## config.mk

```make
export PLATFORM = sky130hd
export DESIGN_NAME = wam_game_engine
export DESIGN_NICKNAME = d
export VERILOG_FILES = /design/src/rtl/wam_pkg.sv /design/src/rtl/wam_lfsr.sv /design/src/rtl/wam_game_engine.sv
export SDC_FILE = /design/constraint.sdc
export NUM_CORES = 1
export LEC_CHECK = 0
export CAP_MARGIN = 20
export CELL_PAD_IN_SITES_DETAIL_PLACEMENT = 1
export CELL_PAD_IN_SITES_GLOBAL_PLACEMENT = 2
export CORE_MARGIN = 3
export CORE_UTILIZATION = 30
export DETAILED_ROUTE_END_ITERATION = 7
export PLACE_DENSITY = 0.69
export SLEW_MARGIN = 5
export SYNTH_ARGS = -nofsm -noshare
export SYNTH_HDL_FRONTEND = slang
export SYNTH_SLANG_ARGS = --single-unit
```

## constraint.sdc

```tcl
create_clock -name clk -period 10.6 [get_ports clk]
set_input_delay 1.06 -clock clk [delete_from_list [all_inputs] [get_ports clk]]
set_output_delay 1.06 -clock clk [all_outputs]
set_load 0.01 [all_outputs]
```

## src/rtl/wam_pkg.sv

```systemverilog
// Shared encodings and constants for the whack-a-mole game engine.
package wam_pkg;

  localparam logic [1:0] MODE_NORMAL     = 2'd0;
  localparam logic [1:0] MODE_TIMED      = 2'd1;
  localparam logic [1:0] MODE_DEATHMATCH = 2'd2;
  localparam logic [1:0] MODE_CONTINUITY = 2'd3;

  localparam logic [15:0] LFSR_TAPS    = 16'hB400;
  localparam logic [15:0] LFSR_DEFAULT = 16'hACE1;

  // Phase timers hold the 28-bit light-on / gap durations.
  localparam int unsigned TIMER_W = 28;
  // Wide enough for any realistic flick quota.
  localparam int unsigned FLICK_W = 16;

  typedef enum logic [1:0] {
    StIdle,
    StGap,
    StLit,
    StDone
  } state_e;

  // Result of a finished game, judged on the counters as they enter DONE.
  function automatic logic game_won(input logic [1:0]  mode,
                                    input int unsigned score,
                                    input int unsigned misses,
                                    input int unsigned target);
    logic w;
    case (mode)
      MODE_TIMED:      w = (score >= target);
      MODE_DEATHMATCH: w = (misses == 0);
      default:         w = (score > misses);
    endcase
    return w;
  endfunction

endpackage

```

## src/rtl/wam_lfsr.sv

```systemverilog
// 16-bit Galois LFSR that advances every cycle; a zero seed is replaced by the default.
module wam_lfsr
  import wam_pkg::*;
#(
  parameter int unsigned OUT_W = 16
) (
  input  logic             clk_i,
  input  logic             rst_i,
  input  logic             load_i,
  input  logic [15:0]      seed_i,
  output logic [OUT_W-1:0] rnd_o
);

  logic [15:0] lfsr_q, lfsr_d;

  // Next state: reseed on load, otherwise one Galois shift
  always_comb begin
    lfsr_d = {1'b0, lfsr_q[15:1]};
    if (lfsr_q[0]) begin
      lfsr_d = lfsr_d ^ LFSR_TAPS;
    end
    if (load_i) begin
      lfsr_d = (seed_i == 16'h0000) ? LFSR_DEFAULT : seed_i;
    end
  end

  // LFSR state register
  always_ff @(posedge clk_i or posedge rst_i) begin
    if (rst_i) begin
      lfsr_q <= LFSR_DEFAULT;
    end else begin
      lfsr_q <= lfsr_d;
    end
  end

  assign rnd_o = lfsr_q[OUT_W-1:0];

endmodule

```

## src/rtl/wam_game_engine.sv

```systemverilog
// Whack-a-mole game engine: play FSM, mole selection, phase timing, scoring and game modes.
module wam_game_engine
  import wam_pkg::*;
#(
  parameter int unsigned NUM_MOLES       = 9,
  parameter int unsigned IDX_W           = 4,
  parameter int unsigned SCORE_W         = 7,
  parameter int unsigned NORMAL_FLICKS   = 25,
  parameter int unsigned EXTENDED_FLICKS = 50,
  parameter int unsigned LEVEL_HITS      = 8,
  parameter int unsigned GAME_CYCLES     = 32'd1_500_000_000,
  parameter int unsigned TIMED_TARGET    = 20
) (
  input  logic                 clk,
  input  logic                 reset,
  input  logic                 start,
  input  logic [1:0]           mode,
  input  logic                 extended,
  input  logic [TIMER_W-1:0]   time_on,
  input  logic [TIMER_W-1:0]   time_between,
  input  logic                 seed_load,
  input  logic [15:0]          seed,
  input  logic                 hit_valid,
  input  logic [IDX_W-1:0]     hit_idx,
  output logic [NUM_MOLES-1:0] lights,
  output logic [IDX_W-1:0]     active_idx,
  output logic [SCORE_W-1:0]   score,
  output logic [SCORE_W-1:0]   misses,
  output logic [1:0]           level,
  output logic                 playing,
  output logic                 game_over,
  output logic                 won
);

  localparam logic [IDX_W:0]   MolesW     = (IDX_W + 1)'(NUM_MOLES);
  localparam logic [31:0]      GameLast   = 32'(GAME_CYCLES - 1);
  localparam logic [FLICK_W-1:0] QuotaNorm = FLICK_W'(NORMAL_FLICKS);
  localparam logic [FLICK_W-1:0] QuotaExt  = FLICK_W'(EXTENDED_FLICKS);

  state_e               state_q, state_d;
  logic [TIMER_W-1:0]   timer_q, timer_d;
  logic [IDX_W-1:0]     mole_q, mole_d;
  logic [SCORE_W-1:0]   score_q, score_d;
  logic [SCORE_W-1:0]   misses_q, misses_d;
  logic [FLICK_W-1:0]   flicks_q, flicks_d;
  logic [1:0]           level_q, level_d;
  logic [31:0]          gtimer_q, gtimer_d;
  logic                 won_q, won_d;
  logic [1:0]           mode_q, mode_d;
  logic                 ext_q, ext_d;
  logic [TIMER_W-1:0]   ton_q, ton_d;
  logic [TIMER_W-1:0]   tgap_q, tgap_d;

  logic [IDX_W-1:0]     rnd;
  logic [IDX_W-1:0]     pick;
  logic [IDX_W:0]       pick_raw;
  logic                 in_play;
  logic                 lfsr_load;

  logic                 hit_ok, hit_bad, expire, flick_end, go_done, timed_end;
  logic [1:0]           miss_inc;
  logic [SCORE_W:0]     miss_sum;
  logic [31:0]          lvl_target;
  logic [FLICK_W-1:0]   quota;

  assign in_play   = (state_q == StGap) || (state_q == StLit);
  // Reseeding mid-game would make the mole sequence depend on switch timing.
  assign lfsr_load = seed_load && ((state_q == StIdle) || (state_q == StDone));

  wam_lfsr #(
    .OUT_W (IDX_W)
  ) u_lfsr (
    .clk_i  (clk),
    .rst_i  (reset),
    .load_i (lfsr_load),
    .seed_i (seed),
    .rnd_o  (rnd)
  );

  // Mole pick: fold the random index into range, then step off the previous mole
  always_comb begin
    pick_raw = {1'b0, rnd};
    if (pick_raw >= MolesW) begin
      pick_raw = pick_raw - MolesW;
    end
    if (pick_raw[IDX_W-1:0] == mole_q) begin
      pick_raw = pick_raw + (IDX_W + 1)'(1);
      if (pick_raw == MolesW) begin
        pick_raw = '0;
      end
    end
    pick = pick_raw[IDX_W-1:0];
  end

  // Next-state logic for the play FSM, timers and scoring
  always_comb begin
    state_d    = state_q;
    timer_d    = timer_q;
    mole_d     = mole_q;
    score_d    = score_q;
    misses_d   = misses_q;
    flicks_d   = flicks_q;
    level_d    = level_q;
    gtimer_d   = gtimer_q;
    won_d      = won_q;
    mode_d     = mode_q;
    ext_d      = ext_q;
    ton_d      = ton_q;
    tgap_d     = tgap_q;
    hit_ok     = 1'b0;
    hit_bad    = 1'b0;
    expire     = 1'b0;
    flick_end  = 1'b0;
    go_done    = 1'b0;
    miss_inc   = 2'd0;
    miss_sum   = '0;
    lvl_target = '0;
    quota      = ext_q ? QuotaExt : QuotaNorm;
    timed_end  = (mode_q == MODE_TIMED) && (gtimer_q == GameLast);

    if (in_play) begin
      gtimer_d = gtimer_q + 32'd1;
    end

    if (start) begin
      score_d  = '0;
      misses_d = '0;
      flicks_d = '0;
      level_d  = 2'd0;
      gtimer_d = '0;
      won_d    = 1'b0;
      mode_d   = mode;
      ext_d    = extended;
      ton_d    = time_on;
      tgap_d   = time_between;
      timer_d  = time_between;
      state_d  = StGap;
    end else if (in_play && timed_end) begin
      // The in-flight flick is abandoned without scoring.
      go_done = 1'b1;
    end else begin
      unique case (state_q)
        StGap: begin
          if (timer_q == '0) begin
            mole_d  = pick;
            timer_d = ton_q >> level_q;
            state_d = StLit;
          end else begin
            timer_d = timer_q - TIMER_W'(1);
          end
        end
        StLit: begin
          hit_ok  = hit_valid && (hit_idx == mole_q);
          hit_bad = hit_valid && !hit_ok;
          expire  = (timer_q == '0);
          if (hit_ok) begin
            // A correct hit wins even on the expiry cycle.
            score_d    = (&score_q) ? score_q : score_q + SCORE_W'(1);
            flick_end  = 1'b1;
            lvl_target = LEVEL_HITS * (32'(level_q) + 32'd1);
            if ((mode_q == MODE_CONTINUITY) && (level_q != 2'd3) &&
                (32'(score_d) >= lvl_target)) begin
              level_d = level_q + 2'd1;
            end
          end else begin
            miss_inc  = {1'b0, hit_bad} + {1'b0, expire};
            miss_sum  = {1'b0, misses_q} + (SCORE_W + 1)'(miss_inc);
            misses_d  = miss_sum[SCORE_W] ? '1 : miss_sum[SCORE_W-1:0];
            flick_end = expire;
            if ((mode_q == MODE_DEATHMATCH) && (hit_bad || expire)) begin
              go_done = 1'b1;
            end
            if (!expire) begin
              timer_d = timer_q - TIMER_W'(1);
            end
          end
          if (flick_end) begin
            flicks_d = flicks_q + FLICK_W'(1);
            if ((mode_q != MODE_TIMED) && (flicks_d == quota)) begin
              go_done = 1'b1;
            end else begin
              // The old level is used here; a level change shows from the next load.
              timer_d = tgap_q >> level_q;
              state_d = StGap;
            end
          end
        end
        default: ;
      endcase
    end

    if (go_done) begin
      state_d = StDone;
      won_d   = game_won(mode_q, 32'(score_d), 32'(misses_d), TIMED_TARGET);
    end
  end

  // State and counter registers
  always_ff @(posedge clk or posedge reset) begin
    if (reset) begin
      state_q  <= StIdle;
      timer_q  <= '0;
      mole_q   <= '0;
      score_q  <= '0;
      misses_q <= '0;
      flicks_q <= '0;
      level_q  <= 2'd0;
      gtimer_q <= '0;
      won_q    <= 1'b0;
      mode_q   <= MODE_NORMAL;
      ext_q    <= 1'b0;
      ton_q    <= '0;
      tgap_q   <= '0;
    end else begin
      state_q  <= state_d;
      timer_q  <= timer_d;
      mole_q   <= mole_d;
      score_q  <= score_d;
      misses_q <= misses_d;
      flicks_q <= flicks_d;
      level_q  <= level_d;
      gtimer_q <= gtimer_d;
      won_q    <= won_d;
      mode_q   <= mode_d;
      ext_q    <= ext_d;
      ton_q    <= ton_d;
      tgap_q   <= tgap_d;
    end
  end

  // One-hot light drive for the lit mole
  always_comb begin
    lights = '0;
    for (int unsigned i = 0; i < NUM_MOLES; i++) begin
      lights[i] = (state_q == StLit) && (mole_q == IDX_W'(i));
    end
  end

  assign active_idx = (state_q == StLit) ? mole_q : '0;
  assign score      = score_q;
  assign misses     = misses_q;
  assign level      = level_q;
  assign playing    = in_play;
  assign game_over  = (state_q == StDone);
  assign won        = won_q;

endmodule
```

# Yosys cells after proc, flatten, opt, wreduce, memory -nomap -nowiden
# Index checks and enable logic that the tools add are counted.
# word_totals
regBits	174
# op_classes
bitwise_logic	3
addsub	10
shifts	2
n_lt_le_gt_ge	4
n_reduce_logical	41
eq_ne	26
mux	58
# op_table
cell	n
$mux 28	7
$mux 16	7
$mux 7	10
$mux 32	2
$pmux 28 s2	1
$shr 28x2->28	2
$add 32x1->32 const B	1
$eq 32x31->1 const B	1
$logic_not 28->1	1
$sub 28x1->28 const B	1
$mux 2	11
$logic_and 1x1->1	18
$add 16x1->16 const B	1
$eq 16x6->1	1
$eq 4x3->1 const B	4
$logic_not 16->1	1
$mux 1	13
$mux 4	3
$reduce_bool 2->1	6
$add 7x2->8	1
$eq 2x2->1 const B	4
$eq 4x2->1 const B	2
$eq 4x4->1	2
$ne 4x4->1 const B	2
36 further kinds	42

# Depth between registers and ports, before layout
# logic_depth
word_depth	15
mapped_depth	23
ltp_nobuf	22

# Hierarchy
# A second synthesis with hierarchy kept.
# hier_totals
hier_cells	1289
area_unflattened_um2	11628.7
# by_module_without_submodules
mod	seq_area_each_um2	cells_per_inst	area_each_um2	instances
wam_game_engine	3953.8	1241	10921.7	1
wam_lfsr	410.4	48	706.9	1

# Least setup slack after synthesis
# OpenSTA, ideal clock, no wires.
# synth_path
kind	reg-to-reg
startpoint	reg timer_q[8]
endpoint	reg won_q (netlist: won)
t_arrival_ns	4.258
path_slack_ns	6.207
synth_period_minus_slack_ns	4.393
path_buffers	2
stages_incl_launch_ff	23
cell_sequence	dfrtp_1 > clkbuf_1 > nor4_1 > nand3_1 > nor4_4 > inv_2 > clkbuf_1 > fa_1 > inv_1 > ha_1 > nand2b_1 > o31a_1 > o21ai_0 > ha_1 > nor2b_1 > o21ai_0 > nand2b_1 > a21oi_1 > o21ai_0 > a21oi_1 > o21ai_0 > o211ai_1 > a21oi_1
# synth_via
elab_chain_cells	11
word_cells_on_any_way	26
classes_between	add/sub (2); order compare (1); mux (18); reduce/logical (5)
# synth_lines
element	line_no	text
start: declaration	wam_game_engine.sv:41	logic [TIMER_W-1:0] timer_q, timer_d;
start signal: assignment	wam_game_engine.sv:216	timer_q <= timer_d;
$logic_not 28->1 (*)	wam_game_engine.sv:155	expire = (timer_q == '0);
$add 1x1->2 or $logic_or 1x1->1 (tied branches)	wam_game_engine.sv:166, wam_game_engine.sv:170	
$add 7x2->8 or $logic_and 1x1->1 (tied branches)	wam_game_engine.sv:167, wam_game_engine.sv:170	
$mux 7 or $mux 1 (tied branches)	wam_game_engine.sv:168, wam_game_engine.sv:170	
$mux 7 or $mux 1 (tied branches)	wam_game_engine.sv:156	if (hit_ok) begin
$mux 7 or $mux 1 (tied branches)	wam_game_engine.sv:142, wam_game_engine.sv:179	
$mux 7 or $mux 1 (tied branches)	wam_game_engine.sv:138, wam_game_engine.sv:177	
$mux 7 or $mux 1 (tied branches)	wam_game_engine.sv:125, wam_game_engine.sv:142	
$gt 7x7->1 (tied with other cells)	wam_pkg.sv:33	default: w = (score > misses);
$pmux 1 s2 or $mux 1 (tied branches)	wam_pkg.sv:30, wam_game_engine.sv:125	
$mux 1 or $reduce_bool 2->1 (tied branches)	-	
end signal: assignment	wam_game_engine.sv:223	won_q <= won_d;
end: declaration	wam_game_engine.sv:48	logic won_q, won_d;
# Mark *: on every way between the ends. The rest lies on a longest branch, timed or not. The select of a mux whose other input is x is not followed.
# A chain may end at the register's enable or synchronous reset.

# Worst setup path in the final report
# Same ends and word-level chain as after synthesis.

==> run_results.csv <==
group,metric,value,unit
yosys,synth_xor_area_frac,0.0607,
floorplan,io_pins,116,
sta,fin_crit_sh,0.482,
sta,report.final.slew_viol_count,0,
grt,grt_pass1_wl,60000,microns
route,postRouteAntennaNets,0,
power,peakVddDrop,126,uV
grt,grt_overflow_total,0,
yosys,synth_seq_cells,174,
clock_network,htree_levels,4,
route,drtPass1Iterations,5,
sta,fin_setup_tns,0,ps
clock_network,cts_tree,"yes",
route,routed_wl,38200,microns
yosys,synth-edff-count,0,
critical_path,cp.required,10920,ps
grt,grt_pass1_vias,10400,
critical_path,cp_num_buf_inv,1,
grt,grt_max_degree,110,
power,leakagePower,5.17,nW
yosys,yosysTopAreaCellShare,0.364,
power,pwr-share-seq,0.398,
clock_network,clock_sinks,174,
power,power_frac_clock,0.296,
floorplan,dieArea,40400,sq um
sta,setup_violations,0,
critical_path,worstPathArrival,5430,ps
yosys,synth_common_cells,"dfrtp_1 (166), nand2_1 (125), nor2_1 (123), o21ai_0 (90), a21oi_1 (78)",
route,via_per_inst,5.42,
sta,max_freq,0.196,GHz
layout,fin_nets,1447,
sta,setup_ws,5490,ps
clock_network,cts_resized,0,
placement,portBuffers,115,
grt,antenna_found_initial,2,
sta,fin_crit,5110,ps
layout,multi_input_area,6570,sq um
power,p_per_area,167,nW/um^2
route,avgRoutedWirePerCell,20.6,microns
layout,antenna_cells,0,
power,sw_frac_of_total,0.357,
yosys,syn-cell-area,11400,sq um
sta,skew,15.2,ps
route,first_iter_violations,474,
placement,pre_cts_slack,5240,ps
yosys,synthTopCellsByArea,"dfrtp_1 (36%), mux2_2 (7.1%), nand2_1 (4.1%)",
floorplan,fp-row-count,70,
floorplan,core-area,37000,sq um
floorplan,die_h,201,microns
critical_path,cp_slowest_cell,"nor4_1",
yosys,synthMuxAreaShare,0.119,
yosys,syn_area_per_cell,8.96,sq um
critical_path,critPathTopFamily,"simple AND/OR/NAND/NOR gates",
yosys,synth_top_family_by_area,"simple AND/OR/NAND/NOR gates",
placement,globalplace.congestion,0.795,
clock_network,cts_buffer_depth,2,
critical_path,critPathKind,"reg2reg",
critical_path,cp_cell_sequence,"nor4_1, nand3_1, nor4_4, inv_2, fa_1, nor2b_1, nand4_1, nand2b_1, o31a_1, o21ai_0, ha_1, nor2b_1, o21ai_0, nand2b_1, a21oi_1, o21ai_0, a21oi_1, o21ai_0, o211ai_1, a21oi_1",
clock_network,numCtsBuffers,17,
yosys,syn-num-nets,1384,
layout,layout-drive-gt1-share,0.111,
yosys,async_flop_share,1.00,
yosys,synth_cell_types,80,
layout,regArea,4370,sq um
route,drc,0,
grt,track_usage,0.188,
clock_network,cts_root_buf,"clkbuf_16",
flow_run,max_cap_viol_count,0,
power,combPwrFrac,0.305,
yosys,synth_fa_ha_area_frac,0.0314,
clock_network,clkLatencyLatePin,460,ps
critical_path,critPathMaxStageDelay,680,ps
yosys,synth_simple_gate_area_frac,0.193,
sta,hold_viol,0,
worst_hold_path,holdCritPathClass,"reg2reg",
yosys,synth_area_leader_cell,"dfrtp_1",
clock_network,postCtsSetupRepairBufs,0,
layout,fillers,4230,
floorplan,die_x,201,microns
clock_network,hold_buffers,0,
critical_path,worst_path_most_repeated_cell,"o21ai_0",
critical_path,end_kind,"flop",
yosys,synth_cells,1272,
route,vias,10000,
sta,worstMarginPinSlew,1010,ps
floorplan,start_util,0.308,
yosys,ys.flop_type,"dfrtp_1",
placement,dp_hpwl,26800,microns
power,switchingPower,0.812,mW
power,internal_power,1.46,mW
critical_path,cp-start-kind,"flop",
layout,area_growth,19.2,%
outcome,status,"complete, no violations",
yosys,ys_warn_count,0,
yosys,synth-compound-area-share,0.172,
yosys,synth-seq-area-share,0.383,
yosys,yosysMostFrequentCell,"dfrtp_1",
clock_network,clkTransAtPathRegs,80,ps
critical_path,crit_path_max_fanout,36,
sta,relSlewSlack,0.309,
sta,rsz0062_at_grt,"no",
layout make-up:
cell class,instances,share of cell area
Multi-Input combinational cell,977,0.484
Sequential cell,174,0.321
Timing Repair Buffer,127,0.0932
Tap cell,504,0.0464
Clock buffer,19,0.0326
Clock inverter,12,0.0118
Inverter,38,0.0109
placed cells by master, fill, tap and decap left out, types with 24 or more instances in the layout:
master	count
inv_1	35
clkdlybuf4s50_1	114
nor3_1	25
xnor2_1	37
nand2_1	125
mux2i_1	36
a21oi_1	78
xor2_1	42
nand3_1	35
dfrtp_1	164
mux2_2	72
nand4_1	24
o21ai_0	90
ha_1	26
nor2_1	123
kinds of logic after synthesis:
logic type,after synthesis
xor+xnor,79
buf+inv,121
mux,116
simple gates,450
flops,174
fa+ha+maj,28
compound gates,304
path summary, 6_finish.rpt:
path	start	end	slack (ps)	cells after the start
hold reg to reg	u_lfsr.lfsr_q[9]$_DFF_PP0_	u_lfsr.lfsr_q[8]$_DFF_PP0_	450	2
hold / removal	u_lfsr.lfsr_q[9]$_DFF_PP0_	u_lfsr.lfsr_q[8]$_DFF_PP0_	450	2
min in group asynchronous	reset	gtimer_q[4]$_DFFE_PP0P_	970	2
setup reg to reg	timer_q[8]$_DFFE_PP0P_	won$_DFFE_PP0P_	5490	20
max in group asynchronous	reset	tgap_q[27]$_DFFE_PP0P_	7990	4
setup / recovery	timer_q[8]$_DFFE_PP0P_	won$_DFFE_PP0P_	5490	20
per-stage QoR:
| step | cell area, sq um | util | cells | hold WS (ps) | power [mW] |
|---|---|---|---|---|---|
| floorplan | 11400 | - | 1272 | 421 | 1.38 |
| global placement | 12900 | 0.349 | 1818 | 436 | 1.60 |
| detailed placement | 13000 | 0.350 | 1819 | 443 | 1.61 |
| CTS | 13600 | 0.366 | 1850 | 460 | 2.30 |
| global route | 13600 | 0.367 | 1851 | 502 | 2.42 |
| finish | 13600 | 0.367 | 1851 | 450 | 2.27 |
worst reg2reg max path: cells and delay by family (launching register included):
family,cells,cell delay (ps)
AOI/OAI and AO/OA,9,1070
adders and majority gates,2,870
buffers and inverters,1,330
DFF,1,460
and+or+nand+nor,8,2200
registers in the layout, indices dropped and copies added (netlist names):
register and count:
ext_q 1, flicks_q 16, gtimer_q 32, level 2
misses 7, mode_q 2, mole_q 4, score 7
state_q 2, tgap_q 28, timer_q 28, ton_q 28
u_lfsr.lfsr_q 16, won 1
layer usage:
metal	global-route usage	up-vias	wire [microns]
met5	0	-	13
li1	-	4729	-
met4	0.0585	2	718
met2	0.301	198	17600
met1	0.255	5060	18100
met3	0.0388	36	1720
power groups by stage:
stage	logic [mW]	registers, mW	clock network, mW
detailed placement	0.695	0.917	0
CTS	0.701	0.904	0.696
global route	0.781	0.922	0.720
finish	0.694	0.906	0.674
floorplan	0.516	0.859	0
global placement	0.684	0.912	0
Power figures use the tool's default switching activity.
